### src/rtl/sprite_palette_pkg.sv
// Shared types and reset contents for the sprite palette bank.
// Bank 0 boots with the standard tank palette.
package sprite_palette_pkg;

  localparam int PAL_ENTRIES = 16;

  localparam logic [11:0] DEFAULT_PALETTE [PAL_ENTRIES] = '{
    12'hF91, 12'hFFF, 12'h453, 12'h111, 12'h953, 12'hEB9, 12'hAA9, 12'hD52,
    12'h887, 12'h621, 12'h232, 12'hFD0, 12'hEED, 12'hD75, 12'h575, 12'hB21
  };

  typedef struct packed {
    logic [3:0] red;
    logic [3:0] green;
    logic [3:0] blue;
  } rgb_t;

  typedef enum logic [1:0] {
    IDLE      = 2'd0,
    FLASH_ON  = 2'd1,
    FLASH_OFF = 2'd2
  } flash_state_t;

  function automatic rgb_t default_rgb(input logic [3:0] idx);
    return rgb_t'(DEFAULT_PALETTE[idx]);
  endfunction

endpackage

### src/rtl/sprite_palette_bank_if.sv
// Pixel, palette-write and colour-output signals of the sprite palette bank.
// master drives pixels/writes and receives colour; slave is the palette block.
interface sprite_palette_bank_if #(
  parameter int IDX_W  = 4,
  parameter int BANK_W = 2,
  parameter int CH_W   = 4
);
  logic                frame_start;
  logic                pix_valid;
  logic [IDX_W-1:0]    pix_index;
  logic [BANK_W-1:0]   bank_req;
  logic                wr_en;
  logic [BANK_W-1:0]   wr_bank;
  logic [IDX_W-1:0]    wr_index;
  logic [3*CH_W-1:0]   wr_rgb;
  logic                flash_trigger;
  logic [CH_W-1:0]     red;
  logic [CH_W-1:0]     green;
  logic [CH_W-1:0]     blue;
  logic                pix_valid_out;
  logic                transparent;
  logic [BANK_W-1:0]   active_bank;
  logic                flashing;

  modport master (
    output frame_start, pix_valid, pix_index, bank_req,
           wr_en, wr_bank, wr_index, wr_rgb, flash_trigger,
    input  red, green, blue, pix_valid_out, transparent, active_bank, flashing
  );

  modport slave (
    input  frame_start, pix_valid, pix_index, bank_req,
           wr_en, wr_bank, wr_index, wr_rgb, flash_trigger,
    output red, green, blue, pix_valid_out, transparent, active_bank, flashing
  );
endinterface

### src/rtl/sprite_flash_fsm.sv
// Hit-flash sequencer: alternates ON/OFF once per frame for FLASH_FRAMES frames.
// A trigger always reloads the frame count, even when it lands on a frame_start.
module sprite_flash_fsm
  import sprite_palette_pkg::*;
#(
  parameter int FLASH_FRAMES = 8
) (
  input  logic Clk,
  input  logic Reset,
  input  logic frame_start_i,
  input  logic flash_trigger_i,
  output logic flash_on_o,
  output logic flashing_o
);

  localparam logic [7:0] RELOAD = 8'(FLASH_FRAMES);

  flash_state_t state_q, state_d;
  logic [7:0]   cnt_q, cnt_d;
  logic         flashing_q, flashing_d;

  // State, frame counter and flashing flag registers
  always_ff @(posedge Clk) begin
    if (Reset) begin
      state_q    <= IDLE;
      cnt_q      <= 8'd0;
      flashing_q <= 1'b0;
    end else begin
      state_q    <= state_d;
      cnt_q      <= cnt_d;
      flashing_q <= flashing_d;
    end
  end

  // Next-state selection
  always_comb begin
    state_d = state_q;
    cnt_d   = cnt_q;
    if (flash_trigger_i) begin
      state_d = FLASH_ON;
      cnt_d   = RELOAD;
    end else if (frame_start_i && (state_q != IDLE)) begin
      cnt_d = cnt_q - 8'd1;
      if (cnt_q <= 8'd1) begin
        state_d = IDLE;
        cnt_d   = 8'd0;
      end else begin
        case (state_q)
          FLASH_ON:  state_d = FLASH_OFF;
          FLASH_OFF: state_d = FLASH_ON;
          default:   state_d = IDLE;
        endcase
      end
    end else begin
      state_d = state_q;
    end
  end

  // Outputs
  always_comb begin
    flashing_d = (state_d != IDLE);
    flash_on_o = (state_q == FLASH_ON);
    flashing_o = flashing_q;
  end

endmodule

### src/rtl/sprite_palette_bank.sv
// Writable multi-bank sprite palette with frame-synchronised bank switching
// and hit-flash override; one registered lookup per cycle.
module sprite_palette_bank
  import sprite_palette_pkg::*;
#(
  parameter int IDX_W        = 4,
  parameter int BANKS        = 4,
  parameter int CH_W         = 4,
  parameter int TRANSP_IDX   = 0,
  parameter int FLASH_FRAMES = 8
) (
  input  logic                  Clk,
  input  logic                  Reset,
  sprite_palette_bank_if.slave  bus
);

  localparam int BANK_W  = $clog2(BANKS);
  localparam int ENTRIES = 2 ** IDX_W;
  localparam int RGB_W   = 3 * CH_W;

  logic [RGB_W-1:0]  mem_q [BANKS][ENTRIES];
  logic [BANK_W-1:0] pending_bank_q, active_bank_q;
  logic [RGB_W-1:0]  rgb_q, rgb_d;
  logic              transparent_q, transparent_d;
  logic              valid_q;
  logic              flash_on;
  logic              flashing;

  sprite_flash_fsm #(.FLASH_FRAMES(FLASH_FRAMES)) u_flash (
    .Clk             (Clk),
    .Reset           (Reset),
    .frame_start_i   (bus.frame_start),
    .flash_trigger_i (bus.flash_trigger),
    .flash_on_o      (flash_on),
    .flashing_o      (flashing)
  );

  // Palette storage; non-blocking update gives read-before-write on collisions
  always_ff @(posedge Clk) begin
    if (Reset) begin
      for (int b = 0; b < BANKS; b++) begin
        for (int e = 0; e < ENTRIES; e++) begin
          mem_q[b][e] <= RGB_W'(default_rgb(e[3:0]));
        end
      end
    end else if (bus.wr_en) begin
      mem_q[bus.wr_bank][bus.wr_index] <= bus.wr_rgb;
    end
  end

  // Colour selection for the pixel presented this cycle
  always_comb begin
    transparent_d = bus.pix_valid && (bus.pix_index == IDX_W'(TRANSP_IDX));
    if (!bus.pix_valid || transparent_d) begin
      rgb_d = '0;
    end else if (flash_on) begin
      rgb_d = '1;
    end else begin
      rgb_d = mem_q[active_bank_q][bus.pix_index];
    end
  end

  // Bank selection and output pipeline registers
  always_ff @(posedge Clk) begin
    if (Reset) begin
      pending_bank_q <= '0;
      active_bank_q  <= '0;
      rgb_q          <= '0;
      transparent_q  <= 1'b0;
      valid_q        <= 1'b0;
    end else begin
      pending_bank_q <= bus.bank_req;
      if (bus.frame_start) begin
        active_bank_q <= pending_bank_q;
      end
      rgb_q          <= rgb_d;
      transparent_q  <= transparent_d;
      valid_q        <= bus.pix_valid;
    end
  end

  assign bus.red           = rgb_q[RGB_W-1 -: CH_W];
  assign bus.green         = rgb_q[2*CH_W-1 -: CH_W];
  assign bus.blue          = rgb_q[CH_W-1:0];
  assign bus.pix_valid_out = valid_q;
  assign bus.transparent   = transparent_q;
  assign bus.active_bank   = active_bank_q;
  assign bus.flashing      = flashing;

endmodule

### src/flat_wrapper.sv
// flat-port wrapper written by rule: the top's interface ports become plain ports
module sprite_palette_bank_flat import sprite_palette_pkg::*;
#(
  parameter int IDX_W        = 4,
  parameter int BANKS        = 4,
  parameter int CH_W         = 4,
  parameter int TRANSP_IDX   = 0,
  parameter int FLASH_FRAMES = 8
)
  (Clk, Reset, bus_frame_start, bus_pix_valid, bus_pix_index, bus_bank_req, bus_wr_en, bus_wr_bank, bus_wr_index, bus_wr_rgb, bus_flash_trigger, bus_red, bus_green, bus_blue, bus_pix_valid_out, bus_transparent, bus_active_bank, bus_flashing);
  sprite_palette_bank_if #(.IDX_W(IDX_W), .BANK_W(2), .CH_W(CH_W)) bus_i ();
  input  logic Clk;
  input  logic Reset;
  input wire logic [$bits(bus_i.frame_start)-1:0] bus_frame_start;
  input wire logic [$bits(bus_i.pix_valid)-1:0] bus_pix_valid;
  input wire logic [$bits(bus_i.pix_index)-1:0] bus_pix_index;
  input wire logic [$bits(bus_i.bank_req)-1:0] bus_bank_req;
  input wire logic [$bits(bus_i.wr_en)-1:0] bus_wr_en;
  input wire logic [$bits(bus_i.wr_bank)-1:0] bus_wr_bank;
  input wire logic [$bits(bus_i.wr_index)-1:0] bus_wr_index;
  input wire logic [$bits(bus_i.wr_rgb)-1:0] bus_wr_rgb;
  input wire logic [$bits(bus_i.flash_trigger)-1:0] bus_flash_trigger;
  output wire logic [$bits(bus_i.red)-1:0] bus_red;
  output wire logic [$bits(bus_i.green)-1:0] bus_green;
  output wire logic [$bits(bus_i.blue)-1:0] bus_blue;
  output wire logic [$bits(bus_i.pix_valid_out)-1:0] bus_pix_valid_out;
  output wire logic [$bits(bus_i.transparent)-1:0] bus_transparent;
  output wire logic [$bits(bus_i.active_bank)-1:0] bus_active_bank;
  output wire logic [$bits(bus_i.flashing)-1:0] bus_flashing;
  assign bus_i.frame_start = bus_frame_start;
  assign bus_i.pix_valid = bus_pix_valid;
  assign bus_i.pix_index = bus_pix_index;
  assign bus_i.bank_req = bus_bank_req;
  assign bus_i.wr_en = bus_wr_en;
  assign bus_i.wr_bank = bus_wr_bank;
  assign bus_i.wr_index = bus_wr_index;
  assign bus_i.wr_rgb = bus_wr_rgb;
  assign bus_i.flash_trigger = bus_flash_trigger;
  assign bus_red = bus_i.red;
  assign bus_green = bus_i.green;
  assign bus_blue = bus_i.blue;
  assign bus_pix_valid_out = bus_i.pix_valid_out;
  assign bus_transparent = bus_i.transparent;
  assign bus_active_bank = bus_i.active_bank;
  assign bus_flashing = bus_i.flashing;
  sprite_palette_bank #(.IDX_W(IDX_W), .BANKS(BANKS), .CH_W(CH_W), .TRANSP_IDX(TRANSP_IDX), .FLASH_FRAMES(FLASH_FRAMES)) u_core (.Clk(Clk), .Reset(Reset), .bus(bus_i));
endmodule
### config.mk
export PLATFORM = sky130hd
export DESIGN_NAME = sprite_palette_bank_flat
export DESIGN_NICKNAME = d
export VERILOG_FILES = /design/src/rtl/sprite_palette_pkg.sv /design/src/rtl/sprite_palette_bank_if.sv /design/src/rtl/sprite_flash_fsm.sv /design/src/rtl/sprite_palette_bank.sv /design/src/flat_wrapper.sv
export SDC_FILE = /design/constraint.sdc
export NUM_CORES = 1
export LEC_CHECK = 0
export ABC_AREA = 1
export CORE_ASPECT_RATIO = 1.5
export CORE_MARGIN = 4
export CORE_UTILIZATION = 57
export DETAILED_ROUTE_END_ITERATION = 8
export HOLD_SLACK_MARGIN = 0.03
export PLACE_DENSITY = 0.76
export SYNTH_ARGS = -nofsm -noshare
export SYNTH_HDL_FRONTEND = slang
export SYNTH_HIERARCHICAL = 1
export SYNTH_SLANG_ARGS = --single-unit
export TNS_END_PERCENT = 5
### constraint.sdc
create_clock -name Clk -period 2.4 [get_ports Clk]
set_input_delay 0.48 -clock Clk [delete_from_list [all_inputs] [get_ports Clk]]
set_output_delay 0.48 -clock Clk [all_outputs]
set_load 0.05 [all_outputs]
# --- After elaboration in Yosys (flattened, before gate mapping) ---
# Memory sizes are Yosys's and may differ from the RTL's. A register that Yosys moved wholly into a read port is not among the register bits.
# Index checks and enable logic that the tools add are counted.
totals:
  mem_count: 1
  register_bits: 29
  mem_bits_rw: 768
  out_inout_bits: 17
classes:
  order_cmp: 4
  addsub: 1
  n_reduce_logical: 12
  muxes: 23
  bitwise: 2
  eq_ne: 2
mem_list:
  columns: ["memory", "depth", "width", "rd", "rd_ports_with_merged_regs", "wr", "line", "text"]
  rows:
  - ["u_core.mem_q", 4, 192, 1, 1, 4, "sprite_palette_bank.sv:21", "logic [RGB_W-1:0] mem_q [BANKS][ENTRIES];"]
ops:
  columns: ["op", "n"]
  rows:
  - ["two-way mux 192 bit", 3]
  - ["OR reduction 192 bit", 1]
  - ["binary-select mux 12 bit (select 4 bit)", 1]
  - ["demux 12 bit (select 4 bit)", 1]
  - ["two-way mux 12 bit", 4]
  - ["two-way mux 2 bit", 6]
  - [">= comparator 5 bit, second input constant", 2]
  - ["NOT 4 -> 5 bit", 2]
  - ["less-or-equal comparator 8 x 1 -> 1 bit, second input constant", 1]
  - ["two-way mux 4 bit", 2]
  - ["two-way mux 8 bit", 1]
  - ["subtractor 8 x 1 -> 8 bit, second input constant", 1]
  - ["nonzero test 2 bit", 3]
  - ["< comparator 5 x 1 -> 1 bit, second input constant", 1]
  - ["logical NOT 4 bit", 1]
  - ["two-way mux 1 bit", 4]
  - ["one-hot mux 2 bit (2 select lines)", 1]
  - ["OR reduction 2 bit", 2]
  - ["logical AND 1 bit", 3]
  - ["equality test 2 x 1 -> 1 bit, second input constant", 1]
  - ["equality test 2 bit, second input constant", 1]
  - ["logical NOT 1 bit", 1]
  - ["logical OR 1 bit", 1]

# --- Logic depth before layout (Yosys ltp) ---
depth:
  word_depth: 8
  mapped_depth: 16

# --- Cells and area by module ---
# Netlist, hierarchy kept.
by_module_without_submodules:
  columns: ["module", "area_each_um2", "instances", "seq_area_each_um2", "cells_each"]
  rows:
  - ["sprite_palette_bank", 37080.6, 1, 23462.5, 4194]
  - ["sprite_flash_fsm", 638.1, 1, 220.2, 103]

# --- Worst setup path after synthesis ---
# Ideal clock, no wire load.
synth_timing:
  path_type: "input port to flip-flop"
  from: "in bus_wr_bank[1]"
  to: "mem u_core/mem_q[0][168] (netlist name), enable pin"
  t_required_ns: 2.002
  n_path_buf: 1
  t_arrival_ns: 1.933
  stages: 4
  setup_slack_ns: 0.070
  path_cell_list: "nor2_1 -> clkinv_1 -> buf_1 -> o21ai_0"
synth_rtl:
  columns: ["item", "line", "text"]
  rows:
  - ["start, declared", "flat_wrapper.sv:19", "input wire logic [$bits(bus_i.wr_bank)-1:0] bus_wr_bank;"]
  - ["end, declared", "sprite_palette_bank.sv:21", null]

==> results.cfg <==
[timing]
fin_crit_ns = 2.386
hold_violations = 0
final_max_slew_viols = 0
fmaxAchievable_mhz = 419.1
layout_worst_path_cycle_share_pct = 99.41
clock_skew_ns = 0.02048
worst-slew-pin-transition_ns = 0.7442
rsz0062_at_grt = yes
setup_viol = 0
slew_headroom_pct = 50.32

[placement]
port_buffers = 46
routabilityCongestion = 0.9357
hpwlAfterDp_um = 66450
placedCellCount = 5315

[run_status]
status = finished, final reports clean

[final_layout]
leading_cell_types_in_the_layout_fill_and_taps_excluded = sky130_fd_sc_hd__nand2_1, sky130_fd_sc_hd__edfxtp_1, sky130_fd_sc_hd__nor2_1, sky130_fd_sc_hd__inv_1, sky130_fd_sc_hd__nand3_1
area_growth_pct = 17.17
final_cell_count_no_fill = 5450
layout.core_utilization_pct = 67.36
finalNetCount = 4546
final_layout_size_suffix_gt1_share_pct = 10.94
layout.cells.most_common = sky130_fd_sc_hd__nand2_1

[clocking]
worst_skew_pair.late_latency_ns = 0.63
worst_setup_hold_path_clk_slew_ns = 0.06
root_buffer = sky130_fd_sc_hd__clkbuf_16
tritoncts_num_sinks = 799
ctsLongestPathBuffers = 3
tritoncts_clock_tree = done
numCtsBuffers = 73
htree_num_levels = 3

[route]
detailedRoute.firstPassIterationCount = 7
total_drc_errors_in_the_routed_layout = 0
route.vias.total = 29828
drt_first_iter_violations = 3198
wl_met3_um = 10320
highest_layer = met5
route.detailed.vias_per_inst = 5.473
drt_wl_total_um = 104500
detail_route_met2_wl_um = 51230
met1_length_um = 35570
routed_wire_length_per_instance_um = 19.18
detail-route-antenna-nets = 0

[critical_path]
cpMostUsedCell = sky130_fd_sc_hd__nand2_1
critical_path.cell_chain = buf_12, buf_16, nand2_1, nand2_1, nand2_1, a21oi_1, nor2_1, nand2_1, nand2_1, nor2_1, nor2_1, nor2_1
cp-start-kind = flop
worstRegToRegCells = 12
worst-setup-path-type = flop to flop
reg2reg_to = u_core/rgb_q[4]
critPathCaptureType = flop
crit_arrival_ns = 2.92
worstPathRequired_ns = 2.93
slowest_stage = sky130_fd_sc_hd__dfxtp_4
timing.reg2reg.setup_slack_ns = 0.01
cp_max_fo = 33
max_stage_delay_ns = 0.45

[floorplan]
die_width_um = 218.0
coreArea_mm2 = 0.06561
die_area_mm2 = 0.07044
placement_rows = 115
floorplan.io_pins = 47
floorplan.die.height_um = 323.1
start_util_pct = 57.49

[synth]
yosysSeqAreaShare_pct = 62.79
netlist_area_before_placement_mm2 = 0.03772
synthesized_flop_and_latch_total = 799
synth_cell_types = 28
count_of_yosys_warnings_during_synthesis = 6
synth_cells = 4297
synth.net_count = 4329
synth_area_per_cell_um2 = 8.778

[worst_hold_path]
hold-path-endpoint = u_core/pending_bank_q[1]
hold_start = bus_bank_req[1]
worst_hold_path_type = primary input to flop
holdPathStages = 3

[pwr]
power.density_cell_area_mw_per_mm2 = 716.9
p_switching_w = 0.007642
report.power.total_w = 0.03168
irDropWorstVdd_v = 0.0004576
comb_power_share_pct = 11.0
power_switching_share_pct = 24.12
cell_internal_pwr_w = 0.02404
leak_nw = 18.66
share_clk_of_total_power_pct = 37.9
sequentialPowerShare_pct = 51.1

[global_routing]
grt-ovfl-total = 0
grt_first_pass_wirelength_um = 159400
largest_net_degree_at_the_start_of_global_routing = 78
initial_antenna_violation_count = 3
first_global_vias = 28964
grt_use_total_pct = 29.67

[flow_run]
number_of_maximum_capacitance_violations = 0
-- worst max-delay path by stage --
stage / startpoint / to / cells after the start
5_1_grt: flop / u_core/rgb_q[9] / 16
3_5_place_dp: Reset / u_core/mem_q[3][146] / 11
2_1_floorplan: bus_wr_bank[1] / u_core/mem_q[0][168] / 4
4_1_cts: flop / u_core/rgb_q[4] / 12
3_3_place_gp: bus_wr_index[1] / u_core/mem_q[0][143] / 11
6_report: flop / u_core/rgb_q[4] / 12
-- logic make-up (layout without fill, tap and decap cells) --
group / after synthesis / after routing / synth area share [%]
XOR/XNOR: 1 / 1 / 0.02322
other: 0 / 1 / 0
AO/OA/AOI/OAI: 109 / 109 / 1.473
buffers and inverters: 709 / 984 / 7.586
AND/OR/NAND/NOR: 2677 / 2677 / 28.06
flip-flops: 799 / 799 / 62.79
adder cells (fa/ha/maj): 2 / 2 / 0.06633
-- registers in the layout (all words and copies together) (netlist names), named ones only --
signal                     flops
u_core/mem_q                 768
u_core/rgb_q                  12
u_core/u_flash/cnt_q           8
u_core/bus.active_bank         2
u_core/pending_bank_q          2
u_core/u_flash/state_q         2
u_core/bus.pix_valid_out       1
u_core/bus.transparent         1
u_core/u_flash/flashing_o      1
-- power by group through the flow --
stage / logic (W) / registers (W) / clock network, W
detailed placement: 0.00338 / 0.0165 / 0
finish: 0.00348 / 0.0162 / 0.0120
global route: 0.00375 / 0.0162 / 0.0127
CTS: 0.00341 / 0.0162 / 0.0122
floorplan: 0.00190 / 0.0165 / 0
global placement: 0.00333 / 0.0164 / 0
-- per-stage QoR --
step	TNS, ns	hold WS (ns)	worst slack (ns)	cell area, um^2
after detailed placement	-97.10	0.4724	-0.2660	41670
after global placement	-90.35	0.4648	-0.2838	41670
after global routing	-0.1378	0.3658	-0.04927	44190
after floorplan	0	0.4565	0.06950	37720
after CTS	0	0.3450	0.05436	44140
final	0	0.3687	0.01405	44190
-- cell usage after synthesis, drive strengths merged --
cell       n  share of area [%]
a21oi     20               0.28
buf      124                1.8
clkbuf   122                1.2
clkinv    10               0.10
dfxtp     31                1.6
edfxtp   768                 61
ha         2              0.066
inv      453                4.5
nand2   1562                 16
nand3    371                4.9
nand4      4              0.066
nor2     738                7.5
nor3       2              0.040
o21ai     87                1.2
o22ai      2              0.033
xor2       1              0.023
-- final cells by class --
| type | count | area, um^2 |
|---|---|---|
| Sequential cell | 799 | 23690 |
| Fill cell | 4977 | 21420 |
| Multi-Input combinational cell | 2789 | 11200 |
| Timing Repair Buffer | 388 | 3973 |
| Clock buffer | 100 | 2136 |
| Inverter | 463 | 1757 |
| Tap cell | 877 | 1097 |
| Clock inverter | 33 | 341.6 |
| Antenna cell | 1 | 2.502 |
-- critical path, delay by kind of cell (launching register included) --
kind            cells  cell delay, ns
simple gates        9            1.13
buf+inv             2            0.47
flops               1            0.45
compound gates      1            0.21
-- what timing repair did --
action,CTS,global route
hold buffers,0,0
gates resized for setup,0,7
setup buffers,0,0
endpoints found under the hold margin,0,0
setup endpoints to repair,0,11
-- routing by layer --
metal | track usage (%) | vias up
li1 | - | 14017
met1 | 35.52 | 13694
met2 | 50.72 | 1660
met3 | 4.567 | 453
met4 | 17.97 | 4
met5 | 0 | -
Note: power is estimated with default switching activity, not from simulation.
